`config.mk`:
```
export PLATFORM = sky130hd
export DESIGN_NAME = mips_mem_arbiter
export DESIGN_NICKNAME = d
export VERILOG_FILES = /design/src/rtl/mips_mem_arbiter.sv
export SDC_FILE = /design/constraint.sdc
export NUM_CORES = 1
export LEC_CHECK = 0
export ABC_AREA = 1
export CORE_ASPECT_RATIO = 1.5
export CORE_UTILIZATION = 46
export CTS_BUF_LIST = sky130_fd_sc_hd__clkbuf_4 sky130_fd_sc_hd__clkbuf_8
export DETAILED_ROUTE_END_ITERATION = 8
export GPL_ROUTABILITY_DRIVEN = 0
export PLACE_DENSITY_LB_ADDON = 0.08
export SYNTH_ARGS = -nofsm -noshare
export SYNTH_HDL_FRONTEND = slang
export SYNTH_SLANG_ARGS = --single-unit
```
`constraint.sdc`:
```
create_clock -name clk -period 2.1 [get_ports clk]
set_input_delay 0.42 -clock clk [delete_from_list [all_inputs] [get_ports clk]]
set_output_delay 0.42 -clock clk [all_outputs]
set_load 0.01 [all_outputs]
```
`src/rtl/mips_mem_arbiter.sv`:
```
// ---------------------------------------------------------------------------
// mips_mem_arbiter
//   Shares a single memory port between an instruction-fetch port and a
//   load/store data port. Only one transfer is in flight at a time. A
//   watchdog aborts any transfer that stalls for MAX_WAIT cycles.
//
// Handshake: a port raises its request (instr_read, or data_read/data_write)
//   and holds it, together with its address and write data, until its valid
//   output pulses for one cycle. The memory side sees mem_read/mem_write held
//   with a stable address and write data. The transfer completes on the first
//   rising edge where mem_waitrequest is 0.
//
// Parameters
//   ARB_MODE  0 = round-robin, 1 = data port always wins
//   MAX_WAIT  wait cycles tolerated per transfer before abort (1..65535)
//
// Ports
//   clk, reset                      clock, async active-low reset
//   instr_address/read              fetch request
//   instr_readdata/valid            fetch result and completion pulse
//   data_address/read/write/writedata  load/store request
//   data_readdata/valid             load result and completion pulse
//   mem_address/read/write/writedata   shared memory request
//   mem_readdata/waitrequest        shared memory response and stall
//   timeout_err                     sticky watchdog flag
// ---------------------------------------------------------------------------
module mips_mem_arbiter #(
  parameter int ARB_MODE = 0,
  parameter int MAX_WAIT = 255
) (
  input  logic        clk,
  input  logic        reset,
  input  logic [31:0] instr_address,
  input  logic        instr_read,
  output logic [31:0] instr_readdata,
  output logic        instr_valid,
  input  logic [31:0] data_address,
  input  logic        data_read,
  input  logic        data_write,
  input  logic [31:0] data_writedata,
  output logic [31:0] data_readdata,
  output logic        data_valid,
  output logic [31:0] mem_address,
  output logic        mem_read,
  output logic        mem_write,
  output logic [31:0] mem_writedata,
  input  logic [31:0] mem_readdata,
  input  logic        mem_waitrequest,
  output logic        timeout_err
);

  typedef enum logic [1:0] {
    ST_IDLE  = 2'd0,
    ST_INSTR = 2'd1,
    ST_DATA  = 2'd2
  } state_t;

  localparam logic [15:0] WAIT_LAST = 16'(MAX_WAIT - 1);

  state_t      r_state;
  logic [15:0] r_wait_cnt;
  logic        r_last_data;

  logic        w_instr_elig;
  logic        w_data_elig;
  logic        w_grant_data;
  logic        w_abort;
  logic [31:0] w_rd_word;

  // A port whose valid is high this cycle is still holding its old request;
  // masking it stops that request from being granted a second time.
  assign w_instr_elig = instr_read & ~instr_valid;
  assign w_data_elig  = (data_read | data_write) & ~data_valid;

  always_comb begin
    w_grant_data = 1'b0;
    if (w_data_elig && !w_instr_elig) begin
      w_grant_data = 1'b1;
    end else if (w_data_elig && w_instr_elig) begin
      w_grant_data = (ARB_MODE == 1) ? 1'b1 : ~r_last_data;
    end
  end

  // The counter holds the number of wait cycles already seen, so the stall
  // that would make it reach MAX_WAIT is the one that aborts.
  assign w_abort   = mem_waitrequest && (r_wait_cnt == WAIT_LAST);
  assign w_rd_word = w_abort ? 32'hFFFF_FFFF : mem_readdata;

  always_ff @(posedge clk or negedge reset) begin
    if (!reset) begin
      r_state        <= ST_IDLE;
      r_wait_cnt     <= 16'd0;
      r_last_data    <= 1'b1;
      instr_readdata <= 32'd0;
      instr_valid    <= 1'b0;
      data_readdata  <= 32'd0;
      data_valid     <= 1'b0;
      mem_address    <= 32'd0;
      mem_read       <= 1'b0;
      mem_write      <= 1'b0;
      mem_writedata  <= 32'd0;
      timeout_err    <= 1'b0;
    end else begin
      instr_valid <= 1'b0;
      data_valid  <= 1'b0;
      case (r_state)
        ST_IDLE: begin
          if (w_instr_elig || w_data_elig) begin
            r_wait_cnt  <= 16'd0;
            r_last_data <= w_grant_data;
            if (w_grant_data) begin
              r_state     <= ST_DATA;
              mem_address <= data_address;
              // read and write together is a store
              mem_read    <= ~data_write;
              mem_write   <= data_write;
              if (data_write) mem_writedata <= data_writedata;
            end else begin
              r_state     <= ST_INSTR;
              mem_address <= instr_address;
              mem_read    <= 1'b1;
              mem_write   <= 1'b0;
            end
          end
        end
        ST_INSTR, ST_DATA: begin
          if (!mem_waitrequest || w_abort) begin
            r_state   <= ST_IDLE;
            mem_read  <= 1'b0;
            mem_write <= 1'b0;
            if (w_abort) timeout_err <= 1'b1;
            if (r_state == ST_INSTR) begin
              instr_valid    <= 1'b1;
              instr_readdata <= w_rd_word;
            end else begin
              data_valid <= 1'b1;
              if (mem_read) data_readdata <= w_rd_word;
            end
          end else begin
            r_wait_cnt <= r_wait_cnt + 16'd1;
          end
        end
        default: r_state <= ST_IDLE;
      endcase
    end
  end

endmodule

```
# Yosys cells after proc, flatten, opt, wreduce, memory -nomap -nowiden
# Cells that the tools add are included.
[op_classes] n_addsub=1 multipliers=0 div_mod_pow=0 n_lt_le_gt_ge=0 n_eq_ne=6 shifts=0 muxes=24 bitwise_logic=8 reduce_logical=18
[op_table] cell="32-bit two-way mux" count=2
[op_table] cell="16-bit two-way mux" count=2
[op_table] cell="16-bit one-hot mux with 2 select lines" count=1
[op_table] cell="16-bit by 1-bit adder with 16-bit output (second input constant)" count=1
[op_table] cell="16-bit by 8-bit == test with 1-bit output (second input constant)" count=1
[op_table] cell="1-bit two-way mux" count=13
[op_table] cell="3-bit AND reduction" count=4
[op_table] cell="4-bit AND reduction" count=2
[op_table] cell="2-bit two-way mux" count=3
[op_table] cell="2-bit inequality test (second input constant)" count=3
[op_table] cell="1-bit NOT" count=5
[op_table] cell="1-bit one-hot mux with 2 select lines" count=2
[op_table] cell="2-bit one-hot mux with 2 select lines" count=1
[op_table] cell="2-bit AND reduction" count=2
[op_table] cell="1-bit logical AND" count=3
[op_table] cell="1-bit bitwise AND" count=2
[op_table] cell="2-bit by 1-bit == test with 1-bit output (second input constant)" count=1
[op_table] cell="2-bit == test (second input constant)" count=1
[op_table] cell="1-bit logical NOT" count=2
[op_table] cell="2-bit logical NOT" count=1
[op_table] cell="1-bit logical OR" count=2
[op_table] cell="2-bit nonzero test" count=1
[op_table] cell="2-bit OR reduction" count=1
[op_table] cell="1-bit bitwise OR" count=1
[totals] regBits=152 latch_bits=0 ramBits=0 rom_bits=0 out_inout_bits=133 mem_count=0

# Depth between registers and ports, before layout
[logic_depth] depth_word=8 ltp_mapped=11 depth_no_buf=10

# Worst setup path before layout
# Ideal clock, no wire load.
[synth_timing] path_kind="register -> register" startpoint="reg r_state[0]" endpoint="reg r_wait_cnt[8]" setup_ns=0.117 arrival_ns=1.530 path_slack_ns=0.453 path_stages_with_launch=9 period_less_slack_ns=1.647 path_cell_list="dfrtp_1 -> inv_1 -> ha_1 -> inv_2 -> o21ai_2 -> nand2_2 -> buf_6 -> nand2_1 -> nand2_1"
[synth_via] elab_chain_len=4
[synth_rtl] element="from (decl)" line="60" source="state_t r_state;"
[synth_rtl] element="from (signal assigned)" line="91" source="r_state <= ST_IDLE;"
[synth_rtl] element="from (signal assigned)" line="112" source="r_state <= ST_DATA;"
[synth_rtl] element="from (signal assigned)" line="119" source="r_state <= ST_INSTR;"
[synth_rtl] element="2-bit by 1-bit == test with 1-bit output / 2-bit == test (equally long branches)" line="106" source="case (r_state)"
[synth_rtl] element="2-bit OR reduction" line="106"
[synth_rtl] element="2-bit inequality test (no source line) / 2-bit nonzero test (equally long branches)"
[synth_rtl] element="3-bit AND reduction (no source line)"
[synth_rtl] element="to (signal assigned)" line="140" source="r_wait_cnt <= r_wait_cnt + 16'd1;"
[synth_rtl] element="to (decl)" line="61" source="logic [15:0] r_wait_cnt;"
# Parallel ways exist; a longest one is shown, timed or not.
# A chain may end at the register's enable or synchronous reset.

# Worst setup path in the final report
[layout_timing] startpoint="reg mem_read" endpoint="out mem_read"
[layout_lines] element="from (decl)" line="44" source="output logic mem_read,"
[layout_lines] element="from (signal assigned)" line="115" source="mem_read <= ~data_write;"
# No word-level cell between the ends.

==> impl_metrics.yaml <==
layout:
  n_fill_cell: 1225
  final_nets: 1252
  final_cells: 1325
  layout-drive-gt1-share_pct: 8.962
  stdcell_area_mm2: 0.01031
  area_growth_pct: 48.30
  final_util_pct: 70.33
yosys:
  ys_warn_count: 0
  synthArstFlopShare_pct: 100.0
  syn-num-nets: 981
  synth_edf_count: 0
  synth_top_cell_by_area: "dfrtp_1"
  synthTopCellsByCount: "nand2_1 (312), dfrtp_1 (151), nand3_1 (111)"
  synth_cell_types: 32
  synth_top_area_share_pct: 54.35
  synth_area_mm2: 0.006953
  synth_area_per_cell_um2: 8.248
  synth_most_common_cell: "nand2_1"
  synth-seq-area-share_pct: 54.72
  synth_area_leaders: "dfrtp_1 (54%), nand2_1 (17%), nand3_1 (8.0%)"
  syn_inst: 843
  ys_ff_latch: 152
  synth-main-ff-cell: "dfrtp_1"
global_routing:
  overflow: 0
  grt_pass1_wl_mm: 31.64
  antenna_found_initial: 2
  grt_pass1_vias: 6348
  grt_usage_pct: 26.45
  grt_max_degree: 66
floorplan:
  die_w_um: 102.4
  rows: 54
  die_area_mm2: 0.01562
  die_y_um: 152.6
  pin_count: 267
  initial_core_util_pct: 47.42
  core_mm2: 0.01466
routing:
  routed_wl_mm: 20.07
  antenna_left: 0
  route.detailed.drc: 0
  vias_per_cell: 4.860
  dr.pass1.iters: 5
  drtIter0Drc: 213
  wl_per_cell_um: 15.15
  vias: 6440
place:
  dp_slack_ps: 88.18
  placed_area_mm2: 0.009911
  place_hpwl_mm: 14.87
  portBuffers: 266
  dp_cells: 1290
sta:
  rsz0062_at_grt: "false"
  setup_ws_ps: 242.9
  slew_violations: 0
  setup_tns_ps: 0
  post-route-period-util_pct: 88.44
  hold_viol: 0
  max_freq_ghz: 0.5385
  setup-violations-final: 0
  fin_crit_ps: 1857
  slew_headroom_pct: 73.55
  worstMarginPinSlew_ps: 396.7
  skew_ps: 14.18
critical_path:
  start_kind: "flop"
  max_stage_delay_ps: 590
  critPathRequiredTime_ps: 1680
  cp_slowest_cell: "clkdlybuf4s50_1"
  cp-end-kind: "output pin"
  path_cells: "clkdlybuf4s50_1"
  cp_top_family: "buffers and inverters"
  critical_path_class: "flop to output pin"
  crit_fanout: 3
  arrival_ps: 1440
  path_buf_inv: 1
run:
  cap_violations: 0
cts:
  cts_setup_buffers: 0
  cts_tree: "yes"
  cts.clk_slew.worst_paths_ps: 90
  clk_path_buf_depth: 2
  cts_made_buffers: 17
  htreeDepth: 4
  cts_root_buf: "clkbuf_8"
  clock-sinks: 152
  clock_latency_ps: 450
worst_hold_path:
  hold_path_class: "input pin to async pin"
outcome:
  status: "finished, final reports clean"
power_and_ir_drop:
  leakagePower_uw: 0.005068
  ir_drop_mv: 0.7870
  p_per_area_mw_per_mm2: 1352
[kinds of logic after synthesis]
family / after synthesis / synth area share [%]
and+or+nand+nor: 475 / 28.52
adders and majority gates: 4 / 0.7198
DFF: 152 / 54.72
buffers and inverters: 129 / 8.188
AOI/OAI and AO/OA: 79 / 7.342
xor gates and xnor gates: 4 / 0.5040
[where the power goes]
part	leakage (uW)	switching (uW)	internal [uW]	total, uW
clock network	0.000189	1170	998	2170
registers	0.00192	693	4200	4890
logic	0.00296	3450	3430	6880
total	0.00507	5310	8630	13900
[path summary, 6_finish.rpt]
| path | start | endpoint | slack (ps) | cells past startpoint |
|---|---|---|---|---|
| worst max register to register | r_wait_cnt[0] | data_readdata[9] | 270 | 10 |
| worst max-delay path | mem_read | mem_read | 240 | 1 |
| worst min register to register | r_last_data | r_last_data | 470 | 2 |
| max in group asynchronous | reset | data_readdata[12] | 1040 | 3 |
| min in group clk | r_last_data | r_last_data | 470 | 2 |
| worst min-delay path | reset | mem_address[15] | 430 | 2 |
[final cells by class]
| type | count | area (um2) | area share (%) |
|---|---|---|---|
| flip-flops and latches | 152 | 3805 | 36.90 |
| well taps | 196 | 245.2 | 2.378 |
| diodes | 2 | 5.005 | 0.04854 |
| clock buffers | 19 | 249.0 | 2.415 |
| clock inverters | 13 | 136.4 | 1.323 |
| repair buffers | 293 | 2957 | 28.67 |
| multi-input cells | 562 | 2584 | 25.06 |
| inverters | 88 | 330.3 | 3.204 |
[flip-flops by register name, summed over array words and instances, names as in the netlist]
signal and cells:
r_last_data 1, data_readdata 32, mem_writedata 32, data_valid 1, r_wait_cnt 16, instr_valid 1
instr_readdata 32, mem_address 32, r_state 2, mem_write 1, timeout_err 1, mem_read 1
[what timing repair did]
item	4_1_cts	5_1_grt
gates resized for setup	0	0
hold buffers	1	0
endpoints found under the hold margin	28	0
[per-layer routing]
metal	vias up	share of wire (%)	track usage, %
met5	-	0	0
met4	0	2.8	10.82
met3	33	9.1	8.578
met2	241	51	46.66
met1	2976	37	28.45
li1	3190	-	-
[per-stage QoR]
| stage | hold slack [ps] | power [uW] |
|---|---|---|
| 4_1_cts | 411.6 | 14100 |
| 5_1_grt | 433.3 | 14940 |
| 6_report | 431.1 | 13940 |
| 3_3_place_gp | 327.0 | 11750 |
| 2_1_floorplan | 124.4 | 8109 |
| 3_5_place_dp | 326.6 | 11880 |
[cells in the final DEF (no fill, tap or decap), types with 2 or more instances in the layout]
cell / netlist / final
a21oi_1: 2 / 2
a21oi_2: 2 / 2
buf_12: 0 / 7
buf_4: 3 / 19
clkbuf_4: 0 / 2
clkbuf_8: 0 / 17
clkdlybuf4s50_1: 0 / 265
clkinv_4: 0 / 3
clkinvlp_4: 0 / 3
dfrtp_1: 151 / 151
diode_2: 0 / 2
ha_1: 4 / 4
inv_1: 85 / 85
inv_2: 3 / 3
inv_6: 0 / 4
inv_8: 0 / 2
nand2_1: 312 / 312
nand2_2: 3 / 3
nand3_1: 111 / 111
nand4_1: 2 / 2
nor2_1: 35 / 35
nor2_2: 3 / 2
nor3_1: 3 / 3
o21ai_0: 5 / 5
o21ai_1: 41 / 41
o21ai_2: 25 / 25
o21bai_1: 3 / 3
xor2_1: 3 / 3
[worst reg2reg max path: cells and delay by family (launching register included)]
kind                     cells  cell delay [ps]
AND/OR/NAND/NOR              6              730
AO/OA/AOI/OAI                1               70
buffers and inverters        2              340
flip-flops                   1              430
adder cells (fa/ha/maj)      1              150
No activity file was read; power rests on OpenSTA's default activity.
